<file path="src/rtl/pc_counter_pkg.sv">
// Shared types and defaults for the chunked program counter.
// States, default geometry and the chunk-count helper used by the incrementer.
package pc_counter_pkg;

  typedef enum logic [1:0] {
    IDLE   = 2'd0,
    RUN    = 2'd1,
    HALTED = 2'd2
  } pc_state_t;

  localparam int PC_WIDTH_DEF = 32;
  localparam int PC_CHUNK_DEF = 8;
  localparam int PC_STEP_DEF  = 4;

  function automatic int nchunks(input int width, input int chunk);
    return width / chunk;
  endfunction

endpackage

</file>
<file path="src/rtl/chunk_carry_select_inc.sv">
// Combinational carry-select incrementer: a + STEP over WIDTH bits, CHUNK-bit slices.
// Only chunk 0 adds STEP; the upper chunks pick between themselves and themselves+1.
module chunk_carry_select_inc
  import pc_counter_pkg::*;
#(
  parameter int WIDTH = PC_WIDTH_DEF,
  parameter int CHUNK = PC_CHUNK_DEF,
  parameter int STEP  = PC_STEP_DEF
) (
  input  logic [WIDTH-1:0] a,
  output logic [WIDTH-1:0] sum,
  output logic             cout
);

  localparam int             NCH      = nchunks(WIDTH, CHUNK);
  localparam logic [CHUNK:0] STEP_EXT = (CHUNK + 1)'(STEP);
  localparam logic [CHUNK:0] ONE_EXT  = (CHUNK + 1)'(1);

  logic [CHUNK:0] w_chunk0;

  assign w_chunk0          = {1'b0, a[CHUNK-1:0]} + STEP_EXT;
  assign sum[CHUNK-1:0]    = w_chunk0[CHUNK-1:0];

  genvar gi;
  generate
    if (NCH == 1) begin : g_single
      assign cout = w_chunk0[CHUNK];
    end else begin : g_multi
      // w_cin[k] is the carry arriving at chunk k; it ripples only through the select chain.
      logic [NCH:1] w_cin;

      assign w_cin[1] = w_chunk0[CHUNK];

      for (gi = 1; gi < NCH; gi++) begin : g_chunk
        logic [CHUNK:0] w_inc;

        assign w_inc                   = {1'b0, a[gi*CHUNK +: CHUNK]} + ONE_EXT;
        assign sum[gi*CHUNK +: CHUNK]  = w_cin[gi] ? w_inc[CHUNK-1:0] : a[gi*CHUNK +: CHUNK];
        assign w_cin[gi+1]             = w_cin[gi] & w_inc[CHUNK];
      end

      assign cout = w_cin[NCH];
    end
  endgenerate

endmodule

</file>
<file path="src/rtl/pc_counter_chunked.sv">
// Front-end program counter with start/halt control, redirect and fetch handshake.
// Optional sticky misaligned-redirect flag under PC_COUNTER_MISALIGN_CHECK_EN.
module pc_counter_chunked
  import pc_counter_pkg::*;
#(
  parameter int               WIDTH    = PC_WIDTH_DEF,
  parameter int               CHUNK    = PC_CHUNK_DEF,
  parameter int               STEP     = PC_STEP_DEF,
  parameter logic [WIDTH-1:0] RESET_PC = '0
) (
  input  logic             clk,
  input  logic             rst,
  input  logic             start,
  input  logic             halt,
  input  logic             ld_valid,
  input  logic [WIDTH-1:0] ld_addr,
  output logic             out_valid,
  input  logic             out_ready,
  output logic [WIDTH-1:0] pc,
  output logic [WIDTH-1:0] pc_plus,
  output logic             wrapped
`ifdef PC_COUNTER_MISALIGN_CHECK_EN
  ,
  output logic             misalign_err
`endif
);

  pc_state_t        r_state;
  pc_state_t        w_state_next;
  logic [WIDTH-1:0] r_pc;
  logic [WIDTH-1:0] w_pc_next;
  logic [WIDTH-1:0] w_pc_plus;
  logic             w_cout;
  logic             w_fire;
  logic             r_wrapped;
  logic             w_wrapped_next;

  chunk_carry_select_inc #(
    .WIDTH (WIDTH),
    .CHUNK (CHUNK),
    .STEP  (STEP)
  ) u_inc (
    .a    (r_pc),
    .sum  (w_pc_plus),
    .cout (w_cout)
  );

  // A redirect always wins over the advance; the accepted address was still the old pc.
  assign w_fire = (r_state == RUN) && out_ready && !ld_valid;

  always_comb begin
    w_state_next = r_state;
    case (r_state)
      RUN: begin
        if (halt) w_state_next = HALTED;
      end
      IDLE, HALTED: begin
        if (start && !halt) w_state_next = RUN;
      end
      default: w_state_next = IDLE;
    endcase
  end

  always_comb begin
    w_pc_next      = r_pc;
    w_wrapped_next = 1'b0;
    if (ld_valid) begin
      w_pc_next = ld_addr;
    end else if (w_fire) begin
      w_pc_next      = w_pc_plus;
      w_wrapped_next = w_cout;
    end
  end

  always_ff @(posedge clk or negedge rst) begin
    if (!rst) begin
      r_state   <= IDLE;
      r_pc      <= RESET_PC;
      r_wrapped <= 1'b0;
    end else begin
      r_state   <= w_state_next;
      r_pc      <= w_pc_next;
      r_wrapped <= w_wrapped_next;
    end
  end

  assign out_valid = (r_state == RUN);
  assign pc        = r_pc;
  assign pc_plus   = w_pc_plus;
  assign wrapped   = r_wrapped;

`ifdef PC_COUNTER_MISALIGN_CHECK_EN
  // Alignment is only meaningful for power-of-two steps; other steps leave the mask empty.
  localparam bit               STEP_POW2 = (STEP > 0) && ((STEP & (STEP - 1)) == 0);
  localparam logic [WIDTH-1:0] MIS_MASK  = STEP_POW2 ? WIDTH'(STEP - 1) : '0;

  logic r_misalign;

  always_ff @(posedge clk or negedge rst) begin
    if (!rst) begin
      r_misalign <= 1'b0;
    end else if (ld_valid && ((ld_addr & MIS_MASK) != '0)) begin
      r_misalign <= 1'b1;
    end
  end

  assign misalign_err = r_misalign;
`endif

endmodule
</file>
<file path="config.mk">
export PLATFORM = sky130hd
export DESIGN_NAME = pc_counter_chunked
export DESIGN_NICKNAME = d
export VERILOG_FILES = /design/src/rtl/pc_counter_pkg.sv /design/src/rtl/chunk_carry_select_inc.sv /design/src/rtl/pc_counter_chunked.sv
export SDC_FILE = /design/constraint.sdc
export NUM_CORES = 1
export LEC_CHECK = 0
export BUFFER_PORTS_ARGS = -buffer_cell sky130_fd_sc_hd__buf_2
export CAP_MARGIN = 40
export CORE_ASPECT_RATIO = 1.25
export CORE_UTILIZATION = 45
export CTS_CLUSTER_SIZE = 8
export DETAILED_ROUTE_END_ITERATION = 6
export GPL_ROUTABILITY_DRIVEN = 0
export PLACE_DENSITY = 0.73
export SLEW_MARGIN = 30
export SYNTH_ARGS = -nofsm -noshare
export SYNTH_HDL_FRONTEND = slang
export SYNTH_SLANG_ARGS = --single-unit
</file>
<file path="constraint.sdc">
create_clock -name clk -period 2.58 [get_ports clk]
set_clock_uncertainty 0.1 [all_clocks]
set_input_delay 0 -clock clk [delete_from_list [all_inputs] [get_ports clk]]
set_output_delay 0 -clock clk [all_outputs]
set_load 0.01 [all_outputs]
</file>
Word-level counts from Yosys, hierarchy flattened
Index checks and enable logic that the tools add are counted.
W data, S select, Z words.
{"block": "word_totals", "reg_bits": 35, "input_bits": 38, "wordCells": 33}
{"block": "op_classes", "n_addsub": 4, "n_eq_ne": 4, "mux": 10, "bitwise_logic": 3, "n_reduce_logical": 9}
{"op": "$mux W32", "count": 2}
{"op": "$add A8 B1 Y9 const B", "count": 3}
{"op": "$mux W8", "count": 3}
{"op": "$add A8 B3 Y9 const B", "count": 1}
{"op": "$mux W2", "count": 2}
{"op": "$ne A2 B2 Y1 const B", "count": 2}
{"op": "$pmux W2 S2", "count": 1}
{"op": "$and A1 B1 Y1", "count": 3}
{"op": "$logic_and A1 B1 Y1", "count": 3}
{"op": "$eq A2 B1 Y1 const B", "count": 1}
{"op": "$eq A2 B2 Y1 const B", "count": 1}
{"op": "$logic_not A1 Y1", "count": 2}
{"op": "$logic_not A2 Y1", "count": 1}
{"op": "$mux W1", "count": 2}
{"op": "$reduce_and A2 Y1", "count": 1}
{"op": "$reduce_bool A2 Y1", "count": 1}
{"op": "$reduce_or A2 Y1", "count": 1}

Logic depth before layout (Yosys ltp)
{"block": "depth", "word_depth": 6, "ltp_mapped": 7, "mapped_depth_nobuf": 6}

Modules after synthesis
From an unflattened synthesis, not the netlist that was laid out.
{"block": "hier_totals", "hier_cells": 199, "area_unflattened_um2": 2620.0}
{"mod": "pc_counter_chunked", "n_inst": 1, "cells_per_inst": 115, "area_each_um2": 1995.7, "seq_area_each_um2": 875.8}
{"mod": "chunk_carry_select_inc", "n_inst": 1, "cells_per_inst": 84, "area_each_um2": 624.3, "seq_area_each_um2": 0.0}

Worst setup path after synthesis
OpenSTA, ideal clock, no wires.
{"block": "synth_timing", "kind": "reg-to-reg", "start": "register r_pc[3], in the netlist pc[3]", "end": "register r_pc[25], in the netlist pc[25]", "setup_ps": 125, "t_arrival_ps": 2057, "required_ps": 2355, "setup_slack_ps": 298, "path_stages_with_launch": 8, "path_buffers": 1, "synth_period_minus_slack_ps": 2282, "path_cell_list": "dfrtp_1 ha_1 nand3_4 or3_1 buf_6 nor3_4 mux2_1 mux2_2"}
{"block": "synth_via", "elab_chain_cells": 6}
{"item": "from (decl)", "line_no": "pc_counter_chunked.sv:30", "rtl": "logic [WIDTH-1:0] r_pc;"}
{"item": "from (signal assigned)", "line_no": "pc_counter_chunked.sv:82", "rtl": "r_pc <= w_pc_next;"}
{"item": "$add A8 B3 Y9", "line_no": "chunk_carry_select_inc.sv:21", "rtl": "assign w_chunk0 = {1'b0, a[CHUNK-1:0]} + STEP_EXT;"}
{"item": "$and A1 B1 Y1 (2 in series)", "line_no": "chunk_carry_select_inc.sv:39", "rtl": "assign w_cin[gi+1] = w_cin[gi] & w_inc[CHUNK];"}
{"item": "$mux W8", "line_no": "chunk_carry_select_inc.sv:38", "rtl": "assign sum[gi*CHUNK +: CHUNK] = w_cin[gi] ? w_inc[CHUNK-1:0] : a[gi*CHUNK +: CHUNK];"}
{"item": "$mux W32", "line_no": "pc_counter_chunked.sv:69", "rtl": "end else if (w_fire) begin"}
{"item": "$mux W32", "line_no": "pc_counter_chunked.sv:67", "rtl": "if (ld_valid) begin"}
No other way between the ends. The select of a mux whose other input is x is not followed.
A chain may end at the register's enable or synchronous reset.

Worst setup path in the final report
{"block": "layout_timing", "start": "register r_pc[16], in the netlist pc[16]", "end": "output port pc_plus[25]"}
{"block": "layout_via", "elab_chain_cells": 3}
{"item": "$add A8 B1 Y9", "line_no": "chunk_carry_select_inc.sv:37", "rtl": "assign w_inc = {1'b0, a[gi*CHUNK +: CHUNK]} + ONE_EXT;"}
{"item": "$and A1 B1 Y1", "line_no": "chunk_carry_select_inc.sv:39"}
{"item": "$mux W8", "line_no": "chunk_carry_select_inc.sv:38"}
{"item": "to (decl)", "line_no": "pc_counter_chunked.sv:20", "rtl": "output logic [WIDTH-1:0] pc_plus,"}
No other way between the ends.

==> metrics.md <==
| Metric | Value |
|---|---|
| Die Height | 83.2 µm |
| Hold WS | 0.0961 ns |
| Top-count cell post-synth | nand2_1 |
| LEAKAGE | 1.65 nW |
| Max Cap Viol | 0 |
| Cts bufs inserted | 5 |
| Worst-Margin Slew | 0.639 ns |
| Clock Tree Buf Depth | 2 |
| DP Wirelength | 4.36 mm |
| Cell Pwr Density | 466 mW/mm² |
| CTS Root Cell | clkbuf_8 |
| Synth area leader | dfrtp_1 |
| CTS clock-pin slew for the worst setup and hold paths | 0.08 ns |
| Row Count | 29 |
| Max Freq | 416 MHz |
| Syn Std Cell Area | 0.00237 mm² |
| Number of global-route vias before repair | 2357 |
| Final TNS setup | 0 ns |
| Grt total ovfl | 0 |
| Final critical-path required period | 2.40 ns |
| Syn-to-layout area delta | 47.0% |
| Share of the synthesized area in the top cell type | 36.9% |
| Worst R2R Setup Slack | 0.25 ns |
| Ys flop type | dfrtp_1 |
| CTS tree | yes |
| WHS Endpoint | pc[9] |
| R2R Path End | pc[25] |
| Endpoints failing setup | 0 |
| # IOs | 104 |
| VDD IR max | 366 µV |
| Synth async-reset ratio | 100% |
| Worst Path Required | 2.48 ns |
| Crit path arrival time | 2.30 ns |
| Critical Path End Type | primary output |
| Count of cell types in the netlist | 37 |
| Die Wd | 66.9 µm |
| Clock Sink Count | 35 |
| Crit Path Max Fanout | 8 |
| Synthesized flop and latch total | 35 |
| Ant. Diodes | 0 |
| Tcrit/Tclk final | 93.2% |
| Final wirelength | 6.42 mm |
| # port buffers | 103 |
| Slew HR | 57.4% |
| Cells after Synth | 263 |
| Total global-route track usage | 24.9% |
| DRT Pass-1 Iters | 4 |
| Critical path type | flop to primary output |
| R2R Path Start | pc[16] |
| Startpoint types | flop |
| Seq/Total Area, Yosys | 36.9% |
| Syn avg cell area | 9.02 µm² |
| Hold Crit Class | primary input to flop |
| Core area | 0.00508 mm² |
| Multi-input gate area | 0.00142 mm² |
| DRT iter0 DRCs | 71 |
| Post_cts resized | 0 |
| Fillers | 414 |
| Main area contributors after synthesis | dfrtp_1 (37%), xnor2_1 (12%), nand2_1 (8.1%), xor2_1 (7.0%), o21ai_0 (4.9%) |
| Synth Warn # | 0 |
| HP Start | out_ready |
| Cell depth of the worst hold path | 4 |
| Pin count of the biggest net entering global routing | 39 |
| Syn nets | 305 |
| Post-synth top cells | nand2_1 (51), dfrtp_1 (35), xnor2_1 (32) |
| Depth of the most critical reg-to-reg path | 7 |
| DRC Markers | 0 |
| Initial Util | 46.7% |
| Via density | 5.09 |
| Die Area | 0.00557 mm² |
| Initial antenna violation count | 0 |
| Status | finished clean |
| H-tree depth | 2 |
| NumNets Final | 451 |
| RSZ-0062 raised after global routing | false |
| First-pass GRT wire length | 10.6 mm |
| Antenna Nets Post-Route | 0 |
| Number of synthesized flops with an enable pin | 0 |
| Post-DR wirelength/cell | 13.6 µm |
| Worst-Skew Late Latency | 0.29 ns |
| Routed via count | 2404 |
| Sequential Area | 876 µm² |
| Fin. Hold Viols | 0 |
| Layout cells sized above 1 | 34.4% |
| Slew Limit Fails | 0 |
==> state kept, by name, indices dropped and copies added (netlist names) <==
| register | cells |
|---|---|
| pc | 32 |
| wrapped | 1 |
| r_state | 2 |
==> metal layers <==
layer | vias up | track usage (%) | part of all wire, %
met5 | - | 0 | 0
met4 | 0 | 11.4 | 3.0
met3 | 16 | 3.85 | 3.6
met2 | 75 | 43.5 | 53
met1 | 1126 | 28.8 | 40
li1 | 1187 | - | -
==> repair_timing <==
action                                  4_1_cts  5_1_grt
hold buffers                                 36        0
endpoints found under the setup margin        0        4
setup buffers                                 0        4
endpoints found under the hold margin        69        0
==> worst max path at each step <==
stage	start	cells past startpoint	to	slack, ns
after global routing	pc[16]	6	pc_plus[25]	0.03
after detailed placement	pc[16]	6	pc[25]	0.31
after floorplan	pc[3]	7	pc[25]	0.30
after global placement	pc[16]	6	pc[25]	0.39
after CTS	pc[3]	6	pc_plus[25]	0.06
final	pc[16]	6	pc_plus[25]	0.18
==> stage by stage <==
stage,power (mW),instances,worst slack (ns),utilization (%),instance area (µm²)
finish,1.62,472,0.176,68.7,3490
global route,1.71,472,0.0303,68.7,3490
CTS,1.63,467,0.0564,67.5,3430
detailed placement,1.07,423,0.315,58.1,2950
global placement,1.06,423,0.385,58.1,2950
floorplan,0.890,263,0.298,-,2370
==> cells by family after synthesis <==
family	share of synthesized area [%]
compound gates	7.01
xor+xnor	18.8
fa+ha+maj	2.11
buf+inv	3.06
flops	36.9
mux	4.17
simple gates	27.9
==> placed cells by master (no fill, tap or decap), types with 2 or more instances in the layout <==
master	Yosys	final
buf_2	1	103
nand2_1	51	51
dlygate4sd3_1	0	36
dfrtp_1	35	35
xnor2_1	32	32
o21ai_0	23	23
xor2_1	19	19
nand3_1	16	16
nor2_1	13	13
buf_4	2	10
and3_1	6	6
mux2_2	6	6
nor3_1	6	6
clkbuf_8	0	6
o21ai_1	5	5
and2_1	4	4
inv_1	4	4
ha_1	4	4
nand4_1	3	3
nor4_2	3	3
or3_1	2	2
nor3_4	2	2
mux2i_1	2	2
a21oi_1	2	2
nor4_4	2	2
==> report_power, final <==
group          leakage, nW  internal (mW)  switching [mW]
combinational         1.16          0.218           0.211
sequential           0.428          0.599          0.0797
clock               0.0612          0.313           0.205
total                 1.65           1.13           0.495
==> worst max-delay path, cell delays in order, from the launching register on <==
cell     delay (ns)
dfrtp_1        0.45
ha_1           0.22
and3_1         0.29
nand4_4        0.17
nor3_4         0.37
mux2_2         0.38
buf_2          0.14
==> cell type report <==
| type | instances | share of cell area (%) |
|---|---|---|
| multi-input cells | 213 | 40.8 |
| repair buffers | 150 | 28.0 |
| flip-flops and latches | 35 | 25.1 |
| clock buffers | 6 | 2.37 |
| well taps | 62 | 2.22 |
| clock inverters | 2 | 1.00 |
| inverters | 4 | 0.430 |
Power figures use the tool's default switching activity.
